`src/rtl/cache_pkg.sv`:
```
// cache_pkg: sizes, state and selector types shared
// by the cache miss fill controller and its counter.
package cache_pkg;

  localparam int ADDR_W     = 16;
  localparam int BLK_WORDS  = 8;
  localparam int WORD_IDX_W = 3;
  localparam int MEM_LAT    = 4;
  localparam int CNT_W      = WORD_IDX_W + 1;

  typedef enum logic {
    IDLE = 1'b0,
    FILL = 1'b1
  } fill_state_t;

  typedef enum logic {
    SEL_I = 1'b0,
    SEL_D = 1'b1
  } req_sel_t;

  // Block base: clear the byte-within-block bits.
  function automatic logic [ADDR_W-1:0] blk_base(
    input logic [ADDR_W-1:0] a
  );
    blk_base = a & ~ADDR_W'(2 * BLK_WORDS - 1);
  endfunction

endpackage

```
`src/rtl/cache_fill_ctrl_if.sv`:
```
// cache_fill_ctrl_if: miss, memory and fill bundle.
// master = fill controller, slave = caches + memory.
interface cache_fill_ctrl_if;
  import cache_pkg::*;

  logic              i_miss;
  logic [ADDR_W-1:0] i_miss_addr;
  logic              d_miss;
  logic [ADDR_W-1:0] d_miss_addr;
  logic              i_busy;
  logic              d_busy;
  logic              mem_en;
  logic [ADDR_W-1:0] mem_addr;
  logic [15:0]       mem_rdata;
  logic              mem_rvalid;
  logic              fill_sel;
  logic              fill_we;
  logic [WORD_IDX_W-1:0] fill_word;
  logic [15:0]       fill_data;
  logic [ADDR_W-1:0] fill_addr;
  logic              tag_we;

  modport master (
    input  i_miss, i_miss_addr,
    input  d_miss, d_miss_addr,
    input  mem_rdata, mem_rvalid,
    output i_busy, d_busy,
    output mem_en, mem_addr,
    output fill_sel, fill_we, fill_word,
    output fill_data, fill_addr, tag_we
  );

  modport slave (
    output i_miss, i_miss_addr,
    output d_miss, d_miss_addr,
    output mem_rdata, mem_rvalid,
    input  i_busy, d_busy,
    input  mem_en, mem_addr,
    input  fill_sel, fill_we, fill_word,
    input  fill_data, fill_addr, tag_we
  );

endinterface

```
`src/rtl/blk_word_cnt.sv`:
```
// blk_word_cnt: word counter for one block, clear has
// priority, saturates at BLK_WORDS with done_o high.
// Ports: clk, rst, clr_i, en_i -> idx_o, done_o.
module blk_word_cnt
  import cache_pkg::*;
(
  input  logic                  clk,
  input  logic                  rst,
  input  logic                  clr_i,
  input  logic                  en_i,
  output logic [WORD_IDX_W-1:0] idx_o,
  output logic                  done_o
);

  logic [CNT_W-1:0] cnt_q, cnt_d;

  always_comb begin
    cnt_d = cnt_q;
    if (clr_i)
      cnt_d = '0;
    else if (en_i && !done_o)
      cnt_d = cnt_q + CNT_W'(1);
  end

  always_ff @(posedge clk) begin
    if (rst)
      cnt_q <= '0;
    else
      cnt_q <= cnt_d;
  end

  assign idx_o  = cnt_q[WORD_IDX_W-1:0];
  assign done_o = (cnt_q == CNT_W'(BLK_WORDS));

endmodule

```
`src/rtl/cache_fill_ctrl.sv`:
```
// cache_fill_ctrl: arbitrates I/D misses (D first),
// issues 8 pipelined word reads and streams them in.
// Ports: clk, rst (sync, active-high), bus (master).
module cache_fill_ctrl
  import cache_pkg::*;
(
  input  logic              clk,
  input  logic              rst,
  cache_fill_ctrl_if.master bus
);

  fill_state_t       state_q, state_d;
  req_sel_t          sel_q, sel_d;
  logic [ADDR_W-1:0] base_q, base_d;

  logic                  cnt_clr;
  logic                  iss_en;
  logic                  rcv_en;
  logic                  iss_done;
  logic                  rcv_done;
  logic [WORD_IDX_W-1:0] iss_idx;
  logic [WORD_IDX_W-1:0] rcv_idx;
  logic                  tag_we;

  blk_word_cnt u_iss (
    .clk    (clk),
    .rst    (rst),
    .clr_i  (cnt_clr),
    .en_i   (iss_en),
    .idx_o  (iss_idx),
    .done_o (iss_done)
  );

  blk_word_cnt u_rcv (
    .clk    (clk),
    .rst    (rst),
    .clr_i  (cnt_clr),
    .en_i   (rcv_en),
    .idx_o  (rcv_idx),
    .done_o (rcv_done)
  );

  always_comb begin
    state_d = state_q;
    sel_d   = sel_q;
    base_d  = base_q;
    cnt_clr = 1'b0;
    iss_en  = 1'b0;
    rcv_en  = 1'b0;
    tag_we  = 1'b0;
    unique case (state_q)
      IDLE: begin
        // D has priority over I on a tie.
        if (bus.d_miss) begin
          sel_d   = SEL_D;
          base_d  = blk_base(bus.d_miss_addr);
          cnt_clr = 1'b1;
          state_d = FILL;
        end else if (bus.i_miss) begin
          sel_d   = SEL_I;
          base_d  = blk_base(bus.i_miss_addr);
          cnt_clr = 1'b1;
          state_d = FILL;
        end
      end
      FILL: begin
        iss_en = !iss_done;
        rcv_en = bus.mem_rvalid && !rcv_done;
        // Last word: tag write and leave FILL.
        if (rcv_en &&
            rcv_idx == WORD_IDX_W'(BLK_WORDS - 1)) begin
          tag_we  = 1'b1;
          state_d = IDLE;
        end
      end
      default: state_d = IDLE;
    endcase
  end

  always_ff @(posedge clk) begin
    if (rst) begin
      state_q <= IDLE;
      sel_q   <= SEL_I;
      base_q  <= '0;
    end else begin
      state_q <= state_d;
      sel_q   <= sel_d;
      base_q  <= base_d;
    end
  end

  assign bus.mem_en   = iss_en;
  assign bus.mem_addr = {
    base_q[ADDR_W-1:WORD_IDX_W+1], iss_idx, 1'b0
  };

  assign bus.fill_sel  = sel_q;
  assign bus.fill_we   = rcv_en;
  assign bus.fill_word = rcv_idx;
  assign bus.fill_data = bus.mem_rdata;
  assign bus.fill_addr = base_q;
  assign bus.tag_we    = tag_we;

  assign bus.i_busy = bus.i_miss ||
    (state_q == FILL && sel_q == SEL_I);
  assign bus.d_busy = bus.d_miss ||
    (state_q == FILL && sel_q == SEL_D);

endmodule

```
`src/flat_wrapper.sv`:
```
// flat-port wrapper written by rule: the top's interface ports become plain ports
module cache_fill_ctrl_flat import cache_pkg::*;
  (clk, rst, bus_i_miss, bus_i_miss_addr, bus_d_miss, bus_d_miss_addr, bus_mem_rdata, bus_mem_rvalid, bus_i_busy, bus_d_busy, bus_mem_en, bus_mem_addr, bus_fill_sel, bus_fill_we, bus_fill_word, bus_fill_data, bus_fill_addr, bus_tag_we);
  cache_fill_ctrl_if bus_i ();
  input  logic clk;
  input  logic rst;
  input wire logic [$bits(bus_i.i_miss)-1:0] bus_i_miss;
  input wire logic [$bits(bus_i.i_miss_addr)-1:0] bus_i_miss_addr;
  input wire logic [$bits(bus_i.d_miss)-1:0] bus_d_miss;
  input wire logic [$bits(bus_i.d_miss_addr)-1:0] bus_d_miss_addr;
  input wire logic [$bits(bus_i.mem_rdata)-1:0] bus_mem_rdata;
  input wire logic [$bits(bus_i.mem_rvalid)-1:0] bus_mem_rvalid;
  output wire logic [$bits(bus_i.i_busy)-1:0] bus_i_busy;
  output wire logic [$bits(bus_i.d_busy)-1:0] bus_d_busy;
  output wire logic [$bits(bus_i.mem_en)-1:0] bus_mem_en;
  output wire logic [$bits(bus_i.mem_addr)-1:0] bus_mem_addr;
  output wire logic [$bits(bus_i.fill_sel)-1:0] bus_fill_sel;
  output wire logic [$bits(bus_i.fill_we)-1:0] bus_fill_we;
  output wire logic [$bits(bus_i.fill_word)-1:0] bus_fill_word;
  output wire logic [$bits(bus_i.fill_data)-1:0] bus_fill_data;
  output wire logic [$bits(bus_i.fill_addr)-1:0] bus_fill_addr;
  output wire logic [$bits(bus_i.tag_we)-1:0] bus_tag_we;
  assign bus_i.i_miss = bus_i_miss;
  assign bus_i.i_miss_addr = bus_i_miss_addr;
  assign bus_i.d_miss = bus_d_miss;
  assign bus_i.d_miss_addr = bus_d_miss_addr;
  assign bus_i.mem_rdata = bus_mem_rdata;
  assign bus_i.mem_rvalid = bus_mem_rvalid;
  assign bus_i_busy = bus_i.i_busy;
  assign bus_d_busy = bus_i.d_busy;
  assign bus_mem_en = bus_i.mem_en;
  assign bus_mem_addr = bus_i.mem_addr;
  assign bus_fill_sel = bus_i.fill_sel;
  assign bus_fill_we = bus_i.fill_we;
  assign bus_fill_word = bus_i.fill_word;
  assign bus_fill_data = bus_i.fill_data;
  assign bus_fill_addr = bus_i.fill_addr;
  assign bus_tag_we = bus_i.tag_we;
  cache_fill_ctrl u_core (.clk(clk), .rst(rst), .bus(bus_i));
endmodule
```
`config.mk`:
```
export PLATFORM = sky130hd
export DESIGN_NAME = cache_fill_ctrl_flat
export DESIGN_NICKNAME = d
export VERILOG_FILES = /design/src/rtl/cache_pkg.sv /design/src/rtl/cache_fill_ctrl_if.sv /design/src/rtl/blk_word_cnt.sv /design/src/rtl/cache_fill_ctrl.sv /design/src/flat_wrapper.sv
export SDC_FILE = /design/constraint.sdc
export NUM_CORES = 1
export LEC_CHECK = 0
export ABC_AREA = 1
export CELL_PAD_IN_SITES_DETAIL_PLACEMENT = 0
export CELL_PAD_IN_SITES_GLOBAL_PLACEMENT = 1
export CORE_UTILIZATION = 24
export DETAILED_ROUTE_END_ITERATION = 8
export GPL_TIMING_DRIVEN = 0
export MAX_ROUTING_LAYER = met4
export PLACE_DENSITY = 0.95
export SYNTH_ARGS = -nofsm -noshare
export SYNTH_HDL_FRONTEND = slang
export SYNTH_HIERARCHICAL = 1
export SYNTH_SLANG_ARGS = --single-unit
```
`constraint.sdc`:
```
create_clock -name clk -period 2.4 [get_ports clk]
set_input_delay 0.48 -clock clk [delete_from_list [all_inputs] [get_ports clk]]
set_output_delay 0.48 -clock clk [all_outputs]
set_load 0.02 [all_outputs]
```
==> summary.md, run 1 <==
| Metric | Value |
|---|---|
| Status | complete, no violations |
| Synthesis-stage register bit count | 22 |
| Number of routed nets with antenna violations | 0 |
| Met3 Track Usage GR | 0.0178 |
| Synth area leader | dfxtp_1 |
| Ys Warns | 6 |
| FP Rows | 28 |
| Core area | 0.00606 sq mm |
| GRT Total Usage | 0.123 |
| Max VDD drop | 188 uV |
| MaxCap Viol Count | 0 |
| Vias | 1563 |
| Initial antenna violation count | 0 |
| CTS Buffer Depth | 2 |
| WL/cell | 9.84 um |
| Overall Power | 1.09 mW |
| Crit path time final | 2280 ps |
| Sequential fraction of the synthesis area | 0.286 |
| CP Capture Type | primary output |
| Pre-CTS setup slack | -184 ps |
| Worst EP arrival | 1800 ps |
| Mean Syn Cell Area | 6.33 sq um |
| GRT busiest layer | met2 |
| Commonest cells post-synth | nand2_1, buf_4, nor2_1, inv_1, dfxtp_1 |
| DP Wirelength | 3.19 mm |
| HP Class | reg2reg |
| Slew Limit Headroom | 0.634 |
| Layout Nets | 388 |
| Die height | 82.1 um |
| Final Hold Vio Count | 0 |
| CTS root buffer | clkbuf_8 |
| Critical-path top delay cell | clkdlybuf4s50_1 |
| H-tree Lvls | 1 |
| Final GP Congestion | 0.743 |
| P per Cell Area | 435 mW/mm^2 |
| Clk slew on worst S/H paths | 80 ps |
| Most common cell in the synthesized netlist | nand2_1 |
| Clock Skew | 0.990 ps |
| CTS tree | done |
| Largest fanout on the critical path | 2 |
| Final WL | 3.98 mm |
| Mapped cell area | 0.00154 sq mm |
| Post-synthesis cell type count | 20 |
| Chip Width | 82.1 um |
| Min Hold Slack | 506 ps |
| WP data required | 1920 ps |
| Synth top area share | 0.286 |
| DR iter-0 viols | 43 |
| Vias in the first global route | 1394 |
| Syn Inst Count | 243 |
| Ant diodes | 0 |
| Synth Flop Type | dfxtp_1 |
| RSZ-0062 raised after global routing | no |
| Slew @ Worst Pin | 549 ps |
| Sink Count | 22 |
| Hold Buf Count CTS | 0 |
| Cell Chain, Critical Path | clkdlybuf4s50_1 -> inv_1 -> o21ai_0 -> clkdlybuf4s50_1 |
| Area Overhead vs Synth | 63.1% |
| Worst skew pair latency | 260 ps |
| Largest net degree at the start of global routing | 13 |
| Synth top area cells | dfxtp_1, nand2_1, buf_4 |
| Crit start category | primary input |
| First-pass GRT wire length | 6.16 mm |
| Die area | 0.00674 sq mm |
| Static leakage | 1.19 nW |
| FFs w/ async S/R, synth | 0 |
| GRT overflow | 0 |
| Max-slew violations | 0 |
| PnR worst setup slack | 116 ps |
| Period utilisation layout | 0.951 |
| Global routing usage on met1 | 0.142 |
| Share of cells above drive strength 1 | 0.185 |
| Max Clk Rate | 0.438 GHz |
| DRC viols | 0 |
| Post-synth EDFFs | 0 |
| Critical path class | in2out |
| Drt pass-1 iters | 4 |
| Met2 global-route usage | 0.218 |
| Most frequent CP cell | clkdlybuf4s50_1 |
| I/O pin count | 110 |
| IO Port Bufs | 79 |
| Final Setup Violations | 0 |
| Clock buffer count from CTS | 3 |
| Vias per inst | 3.86 |
| Initial core utilization | 0.254 |
| Slowest stage delay, CP | 650 ps |
flip-flops by register name (all words and copies together) (netlist names):
| register | count |
|---|---|
| u_core/state_q | 1 |
| u_core/bus.fill_sel | 1 |
| u_core/u_rcv/cnt_q | 4 |
| u_core/u_iss/cnt_q | 4 |
| u_core/bus.fill_addr | 12 |
critical path: cells and delay by family:
family                 cells  cell delay (ps)
AOI/OAI and AO/OA          1               70
buffers and inverters      3             1260
cell usage in the layout, fill, tap and decap left out:
cell,count
a21oi_1,4
a21oi_2,1
a31oi_1,2
buf_1,1
buf_2,1
buf_4,40
buf_6,3
clkbuf_2,1
clkbuf_8,4
clkdlybuf4s15_2,1
clkdlybuf4s50_1,76
conb_1,5
dfxtp_1,21
dfxtp_2,1
dlygate4sd2_1,1
ha_1,4
inv_1,28
nand2_1,81
nand2_2,1
nand3_1,8
nand3_2,2
nor2_1,37
nor2_2,2
nor2_4,2
nor3_2,1
o21ai_0,1
o21ai_4,1
power breakdown:
part | total [mW] | leakage, nW | internal [mW] | switching, mW
Sequential | 0.409 | 0.182 | 0.389 | 0.0202
Clock | 0.262 | 0.0288 | 0.146 | 0.116
Combinational | 0.421 | 0.982 | 0.223 | 0.198
Total | 1.09 | 1.19 | 0.757 | 0.335
metrics by stage:
| step | std cells | TNS (ps) | instance area, sq um | util |
|---|---|---|---|---|
| 2_1_floorplan | 247 | 0 | 1550 | - |
| 3_3_place_gp | 401 | -207 | 2440 | 0.402 |
| 3_5_place_dp | 401 | -264 | 2440 | 0.402 |
| 4_1_cts | 405 | -3.59 | 2500 | 0.412 |
| 5_1_grt | 405 | 0 | 2510 | 0.414 |
| 6_report | 405 | 0 | 2510 | 0.414 |
final cells by class:
cell class	count	area, sq um
Multi-Input combinational cell	152	686
Inverter	28	105
Tap cell	75	93.8
Sequential cell	22	442
Buffer	45	343
Clock buffer	4	55.1
Timing Repair Buffer	79	786
Fill cell	647	3550
per-layer routing:
metal | vias up | wire length [um]
met1 | 656 | 1740
met5 | - | 0
met3 | 2 | 240
li1 | 850 | -
met2 | 55 | 1980
met4 | 0 | 33
worst paths after layout:
kind	start	to	slack, ps	cells after the start
setup / recovery	bus_i_miss	bus_i_busy	120	4
hold / removal	u_core/bus.fill_sel	u_core/bus.fill_sel	510	2
setup reg to reg	u_core/u_rcv/cnt_q[1]	u_core/u_rcv/cnt_q[3]	790	12
hold reg to reg	u_core/bus.fill_sel	u_core/bus.fill_sel	510	2
cells by family (layout without fill, tap and decap cells):
kind of cell | after synthesis | after routing | share of synthesized area
flip-flops | 22 | 22 | 0.286
other | 1 | 5 | 0.00244
buffers and inverters | 73 | 156 | 0.291
adder cells (fa/ha/maj) | 4 | 4 | 0.0325
AND/OR/NAND/NOR | 134 | 134 | 0.347
AO/OA/AOI/OAI | 9 | 9 | 0.0407
timing repair:
item,in CTS,in global routing
setup buffers,0,0
setup endpoints to repair,3,3
gates resized for setup,8,6
Note: power is estimated with default switching activity, not from simulation.
==> run 2, diff against run 1 <==
Settings changed: CTS_CLUSTER_DIAMETER set to 60.
==> results of run 2 <==
Same layout as run 1: the final DEF is identical, and so are final timing and power.
==> variant: new RTL, flow settings as in run 1 <==
Change the package constant `WORD_IDX_W` from 3 to 5.
--- a/src/rtl/cache_pkg.sv
+++ b/src/rtl/cache_pkg.sv
@@ -4,7 +4,7 @@
 
   localparam int ADDR_W     = 16;
   localparam int BLK_WORDS  = 8;
-  localparam int WORD_IDX_W = 3;
+  localparam int WORD_IDX_W = 5;
   localparam int MEM_LAT    = 4;
   localparam int CNT_W      = WORD_IDX_W + 1;
 
Interface: changed (resized bus_fill_word); port bits go from 110 to 112. The function was not compared with the original's and may differ.
==> variant against run 1 <==
Design area grew 14%; routed wire length grew 12%; synthesized cell count grew 20%; sequential cell count grew 4; setup slack gained 16 ps; global-route usage shrank 1.1 points; area after synthesis grew 18%; total power grew 14%; sequential power grew 16%; critical path type is now reg -> out.
==> variant: results (changes against run 1) <==
- Total track usage: 11.2% (was 12.3%)
- Fraction of area in multi-input gates: 28.6% (was 27.3%)
- Commonest cells in the netlist: nand2_1, nor2_1, buf_4, inv_1, dfxtp_1 (was nand2_1, buf_4, nor2_1, inv_1, dfxtp_1)
- GP Congestion: 0.745 (was 0.743)
- DR vias: 1871 (was 1563)
- Vias in the first global route: 1552 (was 1394)
- FILL cells: 801 (was 647)
- Area of all placed cells without fillers: 2860 um2 (was 2510 um2)
- Maximum VDD drop: 197 uV (was 188 uV)
- Status: finished clean (unchanged)
- Routed WL: 4460 um (was 3980 um)
- Post-Synth Adder-Cell Area: 2.75% (was 3.25%)
- Placed inst area: 2780 um2 (was 2440 um2)
- Min-delay worst type: reg -> reg (unchanged)
- Post-synthesis async set-or-reset flop share: 0% (unchanged)
- Placed cell count: 476 (was 401)
- Share of post-route cells with drive strength above 1: 18.9% (was 18.5%)
- Worst-path maximum fanout: 8 (was 2)
- Met1 GRT Util: 12.8% (was 14.2%)
- DP HPWL: 3540 um (was 3190 um)
- Mapped Avg Cell Area: 6.25 um2 (was 6.33 um2)
- Post-Synth XOR/XNOR Area: 0% (unchanged)
- Synth Area in Compound Gates: 2.48% (was 4.07%)
- Clock buffer count: 3 (was 4)
- Number of non-clock buffers: 128 (was 124)
- DP Worst Slack: -147 ps (was -184 ps)
- Met3 global-route usage: 1.39% (was 1.78%)
- Wl on met1: 1950 um (was 1740 um)
- TAP cells: 99 (was 75)
- Via density: 3.90 (was 3.86)
- Number of flip-flops and latches: 26 (was 22)
- Crit-path slowest cell: dfxtp_1 (was clkdlybuf4s50_1)
- Largest net degree at the start of global routing: 16 (was 13)
- Largest cells by area after synthesis: dfxtp_1, nand2_1, buf_4, nor2_1, inv_1 (unchanged)
- Met3 routed WL: 311 um (was 240 um)
- Pleak: 1.38 nW (was 1.19 nW)
- Met2 wire length: 2140 um (was 1980 um)
- Initial DRC count: 35 (was 43)
- Seq/Total Area, Yosys: 28.6% (about the same)
- NonClk Buf Share: 40.5% (was 45.0%)
- Grt met2 use: 19.7% (was 21.8%)
- Non-clock inverter count in the final layout: 44 (was 28)
- Sequential cell area share: 18.3% (was 17.6%)
- Multi-input gates: 179 (was 152)
- Clk cell area share: 2.50% (was 2.19%)
- Clk slew on worst S/H paths: 100 ps (was 80 ps)
- Post-synth top flop: dfxtp_1 (unchanged)
- Port bufs: 82 (was 79)
- Nets: 439 (was 388)
- First-pass GRT wire length: 6710 um (was 6160 um)
- Clock Skews: 9.99 ps (was 0.990 ps)
- Slowest stage delay, CP: 400 ps (was 650 ps)
- Max FFs per register: 12 (unchanged)
- Post-CTS resize count: 9 (was 8)
variant: changes by cell type after synthesis, moves of 4 or more:
| cell | change |
|---|---|
| o21ai_0 | +5 |
| inv_1 | +12 |
| dfxtp_1 | +4 |
| nand3_1 | +6 |
| nor2_1 | +9 |
| inv_2 | +4 |
| nand2_1 | +4 |
variant: worst paths after layout:
path,slack [ps],depth (start not counted),end,start
worst min register to register,520,2,u_core/bus.fill_sel,u_core/bus.fill_sel
worst max register to register,800,12,u_core/u_rcv/cnt_q[0],u_core/u_rcv/cnt_q[0]
worst max-delay path,130,8,bus_mem_en,u_core/u_iss/cnt_q[0]
worst min-delay path,520,2,u_core/bus.fill_sel,u_core/bus.fill_sel
variant: power by group:
group          internal (mW)  switching (mW)  leakage [nW]
Combinational          0.212           0.193          1.13
Sequential             0.456          0.0204         0.214
Clock                  0.223           0.145        0.0357
